--- config.mk ---
export PLATFORM = sky130hd
export DESIGN_NAME = video_timing_gen
export DESIGN_NICKNAME = d
export VERILOG_FILES = /design/src/rtl/video_timing_pkg.sv /design/src/rtl/timing_axis_counter.sv /design/src/rtl/video_timing_gen.sv
export SDC_FILE = /design/constraint.sdc
export NUM_CORES = 1
export LEC_CHECK = 0
export CORE_MARGIN = 3
export CORE_UTILIZATION = 55
export DETAILED_ROUTE_END_ITERATION = 10
export HOLD_SLACK_MARGIN = 0.12
export PLACE_DENSITY_LB_ADDON = 0.08
export SLEW_MARGIN = 15
export SYNTH_ARGS = -nofsm -noshare
export SYNTH_HDL_FRONTEND = slang
export SYNTH_SLANG_ARGS = --single-unit
--- constraint.sdc ---
create_clock -name clock -period 2.5 [get_ports clock]
set_input_delay 0.75 -clock clock [delete_from_list [all_inputs] [get_ports clock]]
set_output_delay 0.75 -clock clock [all_outputs]
set_load 0.02 [all_outputs]
--- src/rtl/video_timing_pkg.sv ---
// Shared raster definitions: standard mode tuples, region encoding and axis length helper.
package video_timing_pkg;

   typedef enum logic [1:0] {
      ACTIVE      = 2'd0,
      FRONT_PORCH = 2'd1,
      SYNC        = 2'd2,
      BACK_PORCH  = 2'd3
   } region_e;

   typedef struct packed {
      int unsigned h_active;
      int unsigned h_fp;
      int unsigned h_sync;
      int unsigned h_bp;
      int unsigned v_active;
      int unsigned v_fp;
      int unsigned v_sync;
      int unsigned v_bp;
   } mode_t;

   localparam mode_t MODE_1080P60 = '{1920, 88, 44, 148, 1080, 4, 5, 36};
   localparam mode_t MODE_720P60  = '{1280, 110, 40, 220, 720, 5, 5, 20};
   localparam mode_t MODE_480P60  = '{640, 16, 96, 48, 480, 10, 2, 33};

   function automatic int unsigned axis_total(input int unsigned active_len,
                                              input int unsigned fp_len,
                                              input int unsigned sync_len,
                                              input int unsigned bp_len);
      return active_len + fp_len + sync_len + bp_len;
   endfunction

endpackage

--- src/rtl/timing_axis_counter.sv ---
// One raster axis: wrapping position counter with wrap strobe and region decode.
module timing_axis_counter
   import video_timing_pkg::*;
#(
   parameter int unsigned BUS_WIDTH  = 12,
   parameter int unsigned ACTIVE_LEN = 1920,
   parameter int unsigned FP_LEN     = 88,
   parameter int unsigned SYNC_LEN   = 44,
   parameter int unsigned BP_LEN     = 148
) (
   input  logic                 clk_i,
   input  logic                 rst_ni,
   input  logic                 advance_i,
   output logic [BUS_WIDTH-1:0] count_o,
   output logic                 wrap_o,
   output region_e              region_o
);

   localparam int unsigned TOTAL = axis_total(ACTIVE_LEN, FP_LEN, SYNC_LEN, BP_LEN);
   localparam logic [BUS_WIDTH-1:0] LAST       = BUS_WIDTH'(TOTAL - 1);
   localparam logic [BUS_WIDTH-1:0] FP_START   = BUS_WIDTH'(ACTIVE_LEN);
   localparam logic [BUS_WIDTH-1:0] SYNC_START = BUS_WIDTH'(ACTIVE_LEN + FP_LEN);
   localparam logic [BUS_WIDTH-1:0] BP_START   = BUS_WIDTH'(ACTIVE_LEN + FP_LEN + SYNC_LEN);

   if (64'(TOTAL) >= (64'd1 << BUS_WIDTH)) begin : g_width_check
      $error("timing_axis_counter: axis total %0d does not fit in %0d bits", TOTAL, BUS_WIDTH);
   end

   logic [BUS_WIDTH-1:0] count_q, count_d;

   always_comb begin
      count_d = count_q;
      wrap_o  = advance_i && (count_q == LAST);
      if (advance_i) begin
         count_d = wrap_o ? '0 : count_q + BUS_WIDTH'(1);
      end
   end

   always_ff @(posedge clk_i or negedge rst_ni) begin
      if (!rst_ni) begin
         count_q <= '0;
      end else begin
         count_q <= count_d;
      end
   end

   always_comb begin
      if (count_q < FP_START) begin
         region_o = ACTIVE;
      end else if (count_q < SYNC_START) begin
         region_o = FRONT_PORCH;
      end else if (count_q < BP_START) begin
         region_o = SYNC;
      end else begin
         region_o = BACK_PORCH;
      end
   end

   assign count_o = count_q;

endmodule

--- src/rtl/video_timing_gen.sv ---
// Raster timing generator: registered sync/de/coordinates/pulses from the pre-increment position.
// Optional frame counter output enabled by defining VTG_FRAME_COUNT_EN.
module video_timing_gen
   import video_timing_pkg::*;
#(
   parameter int unsigned BUS_WIDTH = 12,
   parameter int unsigned H_ACTIVE  = 1920,
   parameter int unsigned H_FP      = 88,
   parameter int unsigned H_SYNC    = 44,
   parameter int unsigned H_BP      = 148,
   parameter int unsigned V_ACTIVE  = 1080,
   parameter int unsigned V_FP      = 4,
   parameter int unsigned V_SYNC    = 5,
   parameter int unsigned V_BP      = 36,
   parameter logic        H_POL     = 1'b1,
   parameter logic        V_POL     = 1'b1
) (
   input  logic                 clock,
   input  logic                 reset_n,
   input  logic                 enable,
   output logic                 hsync,
   output logic                 vsync,
   output logic                 de,
   output logic [BUS_WIDTH-1:0] x,
   output logic [BUS_WIDTH-1:0] y,
   output logic                 line_start,
`ifdef VTG_FRAME_COUNT_EN
   output logic                 frame_start,
   output logic [15:0]          frame_count
`else
   output logic                 frame_start
`endif
);

   logic [BUS_WIDTH-1:0] hc, vc;
   logic                 h_wrap, v_wrap;
   region_e              h_region, v_region;

   timing_axis_counter #(
      .BUS_WIDTH (BUS_WIDTH),
      .ACTIVE_LEN(H_ACTIVE),
      .FP_LEN    (H_FP),
      .SYNC_LEN  (H_SYNC),
      .BP_LEN    (H_BP)
   ) u_h_axis (
      .clk_i    (clock),
      .rst_ni   (reset_n),
      .advance_i(enable),
      .count_o  (hc),
      .wrap_o   (h_wrap),
      .region_o (h_region)
   );

   // Vertical axis steps only on horizontal wrap, so vsync edges land on hc=0.
   timing_axis_counter #(
      .BUS_WIDTH (BUS_WIDTH),
      .ACTIVE_LEN(V_ACTIVE),
      .FP_LEN    (V_FP),
      .SYNC_LEN  (V_SYNC),
      .BP_LEN    (V_BP)
   ) u_v_axis (
      .clk_i    (clock),
      .rst_ni   (reset_n),
      .advance_i(h_wrap),
      .count_o  (vc),
      .wrap_o   (v_wrap),
      .region_o (v_region)
   );

   logic                 hsync_q, hsync_d;
   logic                 vsync_q, vsync_d;
   logic                 de_q, de_d;
   logic [BUS_WIDTH-1:0] x_q, x_d;
   logic [BUS_WIDTH-1:0] y_q, y_d;
   logic                 line_start_q, line_start_d;
   logic                 frame_start_q, frame_start_d;

   always_comb begin
      hsync_d       = hsync_q;
      vsync_d       = vsync_q;
      de_d          = de_q;
      x_d           = x_q;
      y_d           = y_q;
      line_start_d  = 1'b0;
      frame_start_d = 1'b0;
      if (enable) begin
         hsync_d       = (h_region == SYNC) ? H_POL : ~H_POL;
         vsync_d       = (v_region == SYNC) ? V_POL : ~V_POL;
         de_d          = (h_region == ACTIVE) && (v_region == ACTIVE);
         line_start_d  = (hc == '0);
         frame_start_d = (hc == '0) && (vc == '0);
         if (de_d) begin
            x_d = hc;
            y_d = vc;
         end
      end
   end

   always_ff @(posedge clock or negedge reset_n) begin
      if (!reset_n) begin
         hsync_q       <= ~H_POL;
         vsync_q       <= ~V_POL;
         de_q          <= 1'b0;
         x_q           <= '0;
         y_q           <= '0;
         line_start_q  <= 1'b0;
         frame_start_q <= 1'b0;
      end else begin
         hsync_q       <= hsync_d;
         vsync_q       <= vsync_d;
         de_q          <= de_d;
         x_q           <= x_d;
         y_q           <= y_d;
         line_start_q  <= line_start_d;
         frame_start_q <= frame_start_d;
      end
   end

   assign hsync       = hsync_q;
   assign vsync       = vsync_q;
   assign de          = de_q;
   assign x           = x_q;
   assign y           = y_q;
   assign line_start  = line_start_q;
   assign frame_start = frame_start_q;

`ifdef VTG_FRAME_COUNT_EN
   logic [15:0] frame_count_q, frame_count_d;

   always_comb begin
      frame_count_d = frame_count_q;
      if (frame_start_d) begin
         frame_count_d = frame_count_q + 16'd1;
      end
   end

   always_ff @(posedge clock or negedge reset_n) begin
      if (!reset_n) begin
         frame_count_q <= '0;
      end else begin
         frame_count_q <= frame_count_d;
      end
   end

   assign frame_count = frame_count_q;
`endif

endmodule

Word level (Yosys, flattened, before mapping)
Index checks and enable logic that the tools add are counted.
{ "totals": {"output_inout_bits": 29, "inputBits": 3, "ff_bits": 53, "elab_cells": 42} }
{ "classes": {"muxes": 12, "add_sub_neg": 2, "eq_ne": 4, "reduce_logical": 9, "order_cmp": 6} }
{ "op_table": {"columns": ["cell", "count"], "rows": [
  ["less-than comparator 12 x 11 -> 1 bit (second input constant)", 5],
  ["adder 12 x 1 -> 12 bit (second input constant)", 2],
  ["zero test 12 bit", 2],
  ["2-to-1 mux 12 bit", 2],
  ["equality test 12 x 11 -> 1 bit (second input constant)", 1],
  ["equality test 12 bit (second input constant)", 1],
  ["less-than comparator 12 bit (second input constant)", 1],
  ["2-to-1 mux 2 bit", 4],
  ["2-to-1 mux 1 bit", 6],
  ["equality test 2 bit (second input constant)", 2],
  ["logical AND 1 bit", 4],
  ["zero test 2 bit", 2],
  ["AND reduction 2 bit", 1]
]} }

Longest topological paths before layout
Gate-level depths: netlist (run 1).
{ "logic_depth": {"word_depth": 7, "mapped_depth": 7, "ltp_nobuf": 5} }

Cells and area by module
From an unflattened synthesis (run 1), not the netlist that was laid out.
{ "hier_totals": {"hier_cells": 213, "hier_area_um2": 2601.2} }
{ "by_module_without_submodules": {"columns": ["mod", "instances", "area_per_inst_um2", "seq_area_each_um2", "cells_per_inst"], "rows": [
  ["video_timing_gen", 1, 1242.4, 725.7, 74],
  ["timing_axis_counter (u_v_axis)", 1, 696.9, 300.3, 73],
  ["timing_axis_counter (u_h_axis)", 1, 661.9, 300.3, 66]
]} }

Least setup slack after synthesis (run 1)
Ideal clock, no wire load.
{ "synth_timing": {"path_type": "input-to-reg", "startpoint": "in enable", "endpoint": "reg u_v_axis.count_q[3] (netlist: u_v_axis.count_o[3])", "t_required_ns": 2.372, "cell_stages": 5, "arrival_time_ns": 1.698, "setup_time_ns": 0.128, "path_slack_ns": 0.674, "n_path_buf": 1, "cell_sequence": "and3_1 > and4_1 > buf_2 > nand4_1 > mux2_1"} }
{ "synth_between": {"elab_chain_cells": 3} }
{ "synth_lines": {"columns": ["element", "line_no", "text"], "rows": [
  ["from (decl)", "video_timing_gen.sv:20", "input logic enable,"],
  ["logical AND 1 bit *", "timing_axis_counter.sv:33", "wrap_o = advance_i && (count_q == LAST);"],
  ["logical AND 1 bit", "timing_axis_counter.sv:33", null],
  ["2-to-1 mux 12 bit", "timing_axis_counter.sv:35", "count_d = wrap_o ? '0 : count_q + BUS_WIDTH'(1);"],
  ["to (signal assigned)", "timing_axis_counter.sv:43", "count_q <= count_d;"],
  ["to (decl)", "timing_axis_counter.sv:29", "logic [BUS_WIDTH-1:0] count_q, count_d;"]
]} }
Every way passes the cells marked *; elsewhere a longest branch is shown, timed or not.
A chain may end at the register's enable or synchronous reset.

Worst setup path after layout (run 1)
{ "layout_timing": {"startpoint": "in enable", "endpoint": "reg u_v_axis.count_q[7] (netlist: u_v_axis.count_o[7])"} }
Same word-level chain as after synthesis.

==> results of run 1 <==
-- final cells by class --
class / count / area [sq um]
Fill cell: 335 / 1370
Clock inverter: 1 / 30.0
Multi-Input combinational cell: 142 / 1100
Timing Repair Buffer: 38 / 383
Inverter: 7 / 26.3
Tap cell: 52 / 65.1
Sequential cell: 53 / 1330
Clock buffer: 7 / 86.3
-- stage by stage --
step	hold WS (ns)	utilization
2_1_floorplan	0.454	-
3_3_place_gp	0.472	0.661
3_5_place_dp	0.478	0.661
4_1_cts	0.455	0.688
5_1_grt	0.479	0.688
6_report	0.444	0.688
-- cells by family after synthesis --
family	share of synthesized area
DFF	0.526
muxes	0.128
xor gates and xnor gates	0.0486
adders and majority gates	0.0248
and+or+nand+nor	0.190
buffers and inverters	0.0392
AOI/OAI and AO/OA	0.0441
-- state kept, by name, summed over array words and instances, names as in the netlist --
register and cells:
de 1, hsync 1, u_h_axis.count_o 12, line_start 1, vsync 1, x 12
frame_start 1, u_v_axis.count_o 12, y 12
-- worst reg2reg max path, cell delays in order, from the launching register on --
cell and delay [ns]:
dfrtp_1 0.48, nor4_2 0.44, nand2_1 0.11, a21o_1 0.24, buf_12 0.17, mux2_1 0.32
-- synthesized netlist by cell type, types with 2 or more instances --
library cell,instances
o21ai_0,2
nand3_1,16
and3_1,5
xor2_1,7
a31oi_1,4
nand2_1,12
inv_1,7
clkbuf_1,4
nor2b_1,2
o21ai_1,8
and2_1,2
mux2_4,17
or4_1,3
nor3_1,6
nor3b_1,2
and4_1,3
buf_6,4
xnor2_1,7
nand2b_1,2
nor4_1,3
mux2_1,6
dfrtp_1,53
ha_1,5
a21oi_1,4
nand4_1,8
nor2_1,9
-- worst max-delay path by stage --
stage	from	endpoint	slack, ns	cells after the start
floorplan	enable	u_v_axis.count_o[3]	0.67	5
global placement	enable	u_v_axis.count_o[8]	0.09	6
detailed placement	enable	u_v_axis.count_o[11]	0.01	5
CTS	enable	u_v_axis.count_o[7]	0.34	5
global route	enable	u_v_axis.count_o[11]	0.20	5
finish	enable	u_v_axis.count_o[7]	0.34	5
-- per-layer routing --
metal | track usage | vias to the layer above | wire length (um) | share of wire
met1 | 0.255 | 861 | 2110 | 0.43
met5 | 0 | - | 0 | 0
met3 | 0.0410 | 15 | 220 | 0.045
met2 | 0.346 | 55 | 2440 | 0.50
met4 | 0.0604 | 0 | 108 | 0.022
li1 | - | 824 | - | -
-- power groups by stage --
stage / logic [W] / clock network (W) / registers, W
after floorplan: 0.000239 / 0 / 0.00107
after global placement: 0.000385 / 0 / 0.00106
after detailed placement: 0.000391 / 0 / 0.00107
after CTS: 0.000393 / 0.000611 / 0.00105
after global routing: 0.000422 / 0.000632 / 0.00107
final: 0.000388 / 0.000589 / 0.00105
==> results.md, run 1 <==
- Status: complete, no violations
- Critical path, cell by cell: clkdlybuf4s50_1, and3_1, nand4_4, nor4_1, xor2_1
- Commonest cells after routing, fill and taps aside: 53 x dfrtp_1, 30 x clkdlybuf4s50_1, 17 x mux2_4
- Sw Ratio: 0.268
- RePlAce Congestion: about 0.86
- MaxCap Viol Count: 0
- Yosys top cell by area: dfrtp_1
- Die area: between 5000 and 6000 sq um
- Combinational fraction of design power: 0.192
- RSZ-0062 raised after global routing: no
- Max Fclk: 0.463 GHz
- Final setup fails: 0
- Hold Fails Final Rpt: 0
- Post-route ant nets: 0
- FP Rows: 24
- Post-CTS setup buffers: 0
- Main synth FF type: dfrtp_1
- Initial DRC count: 107
- Synthesis-stage register bit count: between 50 and 60
- CTS H-tree lvls: 2
- Synth top area share: 0.526
- Pwr dens: 671 nW/um^2
- Critical path buffers and inverters: 1
- Cells after synthesis: between 200 and 250
- Min-Delay Path Class: in -> async
- Inst Count DP: 292
- CTS Hold Bufs: 0
- CTS Root Cell: clkbuf_8
- Leading post-synthesis cells by cell area: dfrtp_1 53%, mux2_4 10%, nand3_1 3.2%
- Sw Pwr: ~0.00054 W
- Seq pwr share: 0.517
- R2r startpoint: u_v_axis.count_o[7]
- Detail Placement HPWL: about 3500 um
- Non-filler cells, final: 300
- Num CTS Buffers: 5
- Peak supply drop: roughly 0.32 mV
- Slew HR: 0.596
- Longest Clk Path Bufs: 2
- Crit path launch type: primary input
- Min Tclk post-route: approximately 2.2 ns
- Clock transition at path regs: about 0.090 ns
- Critical path class: in -> reg
- Crit-path max cell delay: 0.52 ns
- Critical-path top delay cell: clkdlybuf4s50_1
- DRT Pass-1 Iters: 4
- Fin area: about 3000 sq um
- Starting Density: 0.576
- Initial antenna violation count: 0
- Worst-Margin Slew: between 0.6 and 0.7 ns
- Die Y: between 70 and 80 um
- Maximum number of pins on one net before global-route repair: 29
- FFs w/ async S/R, synth: 1.00
- Largest delay share family, worst path: simple AND/OR/NAND/NOR gates
- Synth unique cells: 37
- Final layout net count: around 260
- Part of the cycle the worst path needs: 0.864
- Worst r2r dst: y[3]
- Worst r2r path cells: 5
- P_leak: roughly 1.4 nW
- Syn Std Cell Area: around 2500 sq um
- Cells resized by post-CTS repair: 0
- Worst Slack Setup Final: 0.340 ns
- DRC viols: 0
- Clk sinks: 53
- Routed len/inst: approximately 16 um
- Diodes inserted: 0
- Dpl ws: between 0.01 and 0.015 ns
- Internal power: between 0.001 and 0.0015 W
- DRT Wirelength: about 4900 um
- Clk network pwr share: 0.291
- First-pass GRT wire length: about 8500 um
- Reg-to-reg slack, setup: 0.63 ns
- Post-Syn Nets: 220
- Input/output buffers: 31
- Core area: approximately 4400 sq um
- Area grow syn2layout: 19.5%
- Post-DR vias/cell: 5.85
- WP data required: roughly 2.7 ns
- Io pins: 32
- Tot GR Track Use: 0.202
- Clk_skew: 0.00546 ns
- GRT overflow: 0
- Final Max Slew Viols: 0
- Worst EP arrival: between 2 and 2.5 ns
- Clk_lat worst skew: about 0.3 ns
- Layout cell share with drive strength beyond 1: 0.141
- Critical Path End Type: flop
- Part of the Yosys area used for sequential elements: 0.526
- Total power: approximately 0.0020 W
- Post-synth EDFFs: 0
- Setup TNS: 0 ns
- Most common cell after layout, fill and taps aside: dfrtp_1
- Vias in the first global route: between 1,500 and 2,000
- Syn_area_per_cell: roughly 12 sq um
- Die span in x: between 70 and 80 um
- CTS tree: done
- Syn. warnings: 0
- Area of placed instances: about 2900 sq um
- Vias post-DR: approximately 1,800
- Worst Path Max Fanout: 10
(Power assumes the default switching activity.)
==> run 2: changes to the inputs <==
--- a/config.mk
+++ b/config.mk
@@ -5,11 +5,10 @@
 export SDC_FILE = /design/constraint.sdc
 export NUM_CORES = 1
 export LEC_CHECK = 0
-export CORE_MARGIN = 3
 export CORE_UTILIZATION = 55
 export DETAILED_ROUTE_END_ITERATION = 10
 export HOLD_SLACK_MARGIN = 0.12
-export PLACE_DENSITY_LB_ADDON = 0.08
+export PLACE_DENSITY = 0.78
 export SLEW_MARGIN = 15
 export SYNTH_ARGS = -nofsm -noshare
 export SYNTH_HDL_FRONTEND = slang
==> run 2 against run 1 <==
Against the previous run: final area is 1.4% lower; non-clock buffer count grew 1; clock power decreased by 22%; via count grew 0.46%; critical path depth rose by 1; sequential power is essentially flat; global-route usage is 1.5 points higher; combinational power about the same; critical path type unchanged; utilization shrank 0.94 points; power shrank 6.2%; routed wire length down 4.3%; largest cell class unchanged.
==> results.md, run 2 (synthesized netlist as in run 1, its figures left out) <==
- Post-CTS setup buffers: 0 (unchanged)
- Commonest cells after routing, fill and taps aside: 53 x dfrtp_1, 30 x clkdlybuf4s50_1, 17 x mux2_4
- Clk sinks: 53 (unchanged)
- Num CTS Buffers: 5 (unchanged)
- FILL cells: 359 (+7.2%)
- CTS tree: done
- Routed len/inst: 15.5 um (-4.7%)
- Hold Fails Final Rpt: 0 (unchanged)
- Diodes inserted: 0 (unchanged)
- Detail Placement HPWL: 3310 um (-5.8%)
- Part of the cycle the worst path needs: 0.863 (-0.00110)
- Peak supply drop: 0.523 mV (+65%)
- WP data required: 2.69 ns (-0.04 ns)
- Tot GR Track Use: 0.217 (+0.0155)
- Global route hottest layer: met2
- MaxCap Viol Count: 0 (unchanged)
- Status: complete, no violations
- Worst Path Max Fanout: 13 (+3)
- Critical Path End Type: flop
- CTS H-tree lvls: 2 (unchanged)
- DRT Pass-1 Iters: 4 (unchanged)
- Pwr dens: 638 nW/um^2 (-4.9%)
- Largest delay share family, worst path: buffers and inverters
- Grt met1 use: 0.317 (+0.0622)
- Core area: 4380 sq um (unchanged)
- Post-route ant nets: 0 (unchanged)
- Min-Delay Path Class: in -> async
- Worst EP arrival: 2.35 ns (-0.04 ns)
- Input/output buffers: 31 (unchanged)
- CTS Root Cell: clkbuf_8
- Final layout net count: 256 (+0.39%)
- Critical path, cell by cell: clkdlybuf4s50_1, nor3b_1, o21ai_1, a21o_1, buf_4, mux2_4
- DRT Wirelength: 4670 um (-4.3%)
- Maximum number of pins on one net before global-route repair: 30 (+3.4%)
- Vias post-DR: 1,763 (+0.46%)
- Layout cell share with drive strength beyond 1: 0.137 (-0.00458)
- Clock transition at path regs: 0.09 ns (about the same)
- GRT overflow: 0 (unchanged)
- Cells resized by post-CTS repair: 0 (unchanged)
- Most common cell after layout, fill and taps aside: dfrtp_1
- Final Max Slew Viols: 0 (unchanged)
- Post-DR vias/cell: 5.86 (+0.12%)
- Worst-Margin Slew: 0.585 ns (-0.0212 ns)
- Non-filler cells, final: 301 (+0.33%)
- Min Tclk post-route: 2.16 ns (-0.00276 ns)
- Total power: 0.00190 W (-6.2%)
- Die area: 4860 sq um (-11%)
- Critical path buffers and inverters: 2 (+1)
- CTS Hold Bufs: 0 (unchanged)
- Critical-path top delay cell: clkdlybuf4s50_1
- Critical path class: in -> reg
- FP Rows: 24 (unchanged)
- Setup TNS: 0 ns (unchanged)
- Crit-path max cell delay: 0.55 ns (+0.03 ns)
- Slew HR: 0.610 (+0.0141)
- RSZ-0062 raised after global routing: no
- Initial antenna violation count: 0 (unchanged)
- Sequential Area: 1330 sq um (unchanged)
- Area grow syn2layout: 17.8%
- Fin util: 0.678 (-0.00942)
- Multi-input gate area: 1100 sq um (unchanged)
- Clk_skew: 0.00512 ns (-0.000337 ns)
- Inst Count DP: 293 (+0.34%)
- GR Util met2: 0.321 (-0.0250)
- Die span in x: 69.7 um (-5.4%)
- Crit path launch type: primary input
- Clk_lat worst skew: 0.30 ns (about the same)
- Vias in the first global route: 1,722 (-3.3%)
- DRC viols: 0 (unchanged)
- Starting Density: 0.576 (unchanged)
- Io pins: 32 (unchanged)
- Max Fclk: 0.464 GHz (+0.13%)
- RePlAce Congestion: 0.874 (+1.6%)
- P_leak: 1.36 nW (-1.4%)
- Final setup fails: 0 (unchanged)
- First-pass GRT wire length: 8400 um (-0.73%)
- Global-route met3 utilization: 0.0392 (-0.00180)
- Initial DRC count: 116 (+8.4%)
- Die Y: 69.7 um (-5.4%)
- Longest Clk Path Bufs: 2 (unchanged)
## run 2: per-stage QoR
stage | hold WS [ns] | setup slack (ns) | area [sq um]
after floorplan | 0.454 | 0.674 | 2520
after global placement | 0.475 | 0.0749 | 2890
after CTS | 0.456 | 0.354 | 2970
after global routing | 0.476 | 0.228 | 2970
final | 0.433 | 0.343 | 2970
after detailed placement | 0.475 | 0.0291 | 2890
## run 2: cell type report
type                    instances  share of cell area
repair buffers                 39               0.127
multi-input cells             142               0.369
flip-flops and latches         53               0.446
inverters                       7             0.00883
well taps                      52              0.0219
clock buffers                   8              0.0269
## run 2: report_power, final
| part | leakage (nW) | switching [W] | internal [W] |
|---|---|---|---|
| logic | 0.661 | 0.000173 | 0.000213 |
| clock network | 0.0395 | 0.000262 | 0.000200 |
| registers | 0.663 | 0.000109 | 0.000942 |
| total | 1.36 | 0.000543 | 0.00135 |
## run 2: path summary, 6_finish.rpt
kind,depth (start not counted),end,start,slack (ns)
worst max-delay path,6,y[5],enable,0.34
worst min-delay path,1,de,reset_n,0.43
worst max register to register,4,u_v_axis.count_o[3],u_v_axis.count_o[3],0.63
worst min register to register,1,y[11],y[11],0.49
max in group asynchronous,2,u_v_axis.count_o[8],reset_n,1.51
min in group clock,1,y[11],y[11],0.49
## run 2: per-layer routing
metal  vias up  share of wire
li1        828              -
met1       864           0.48
met2        64           0.46
met3         7          0.048
met4         0          0.017
met5         -              0
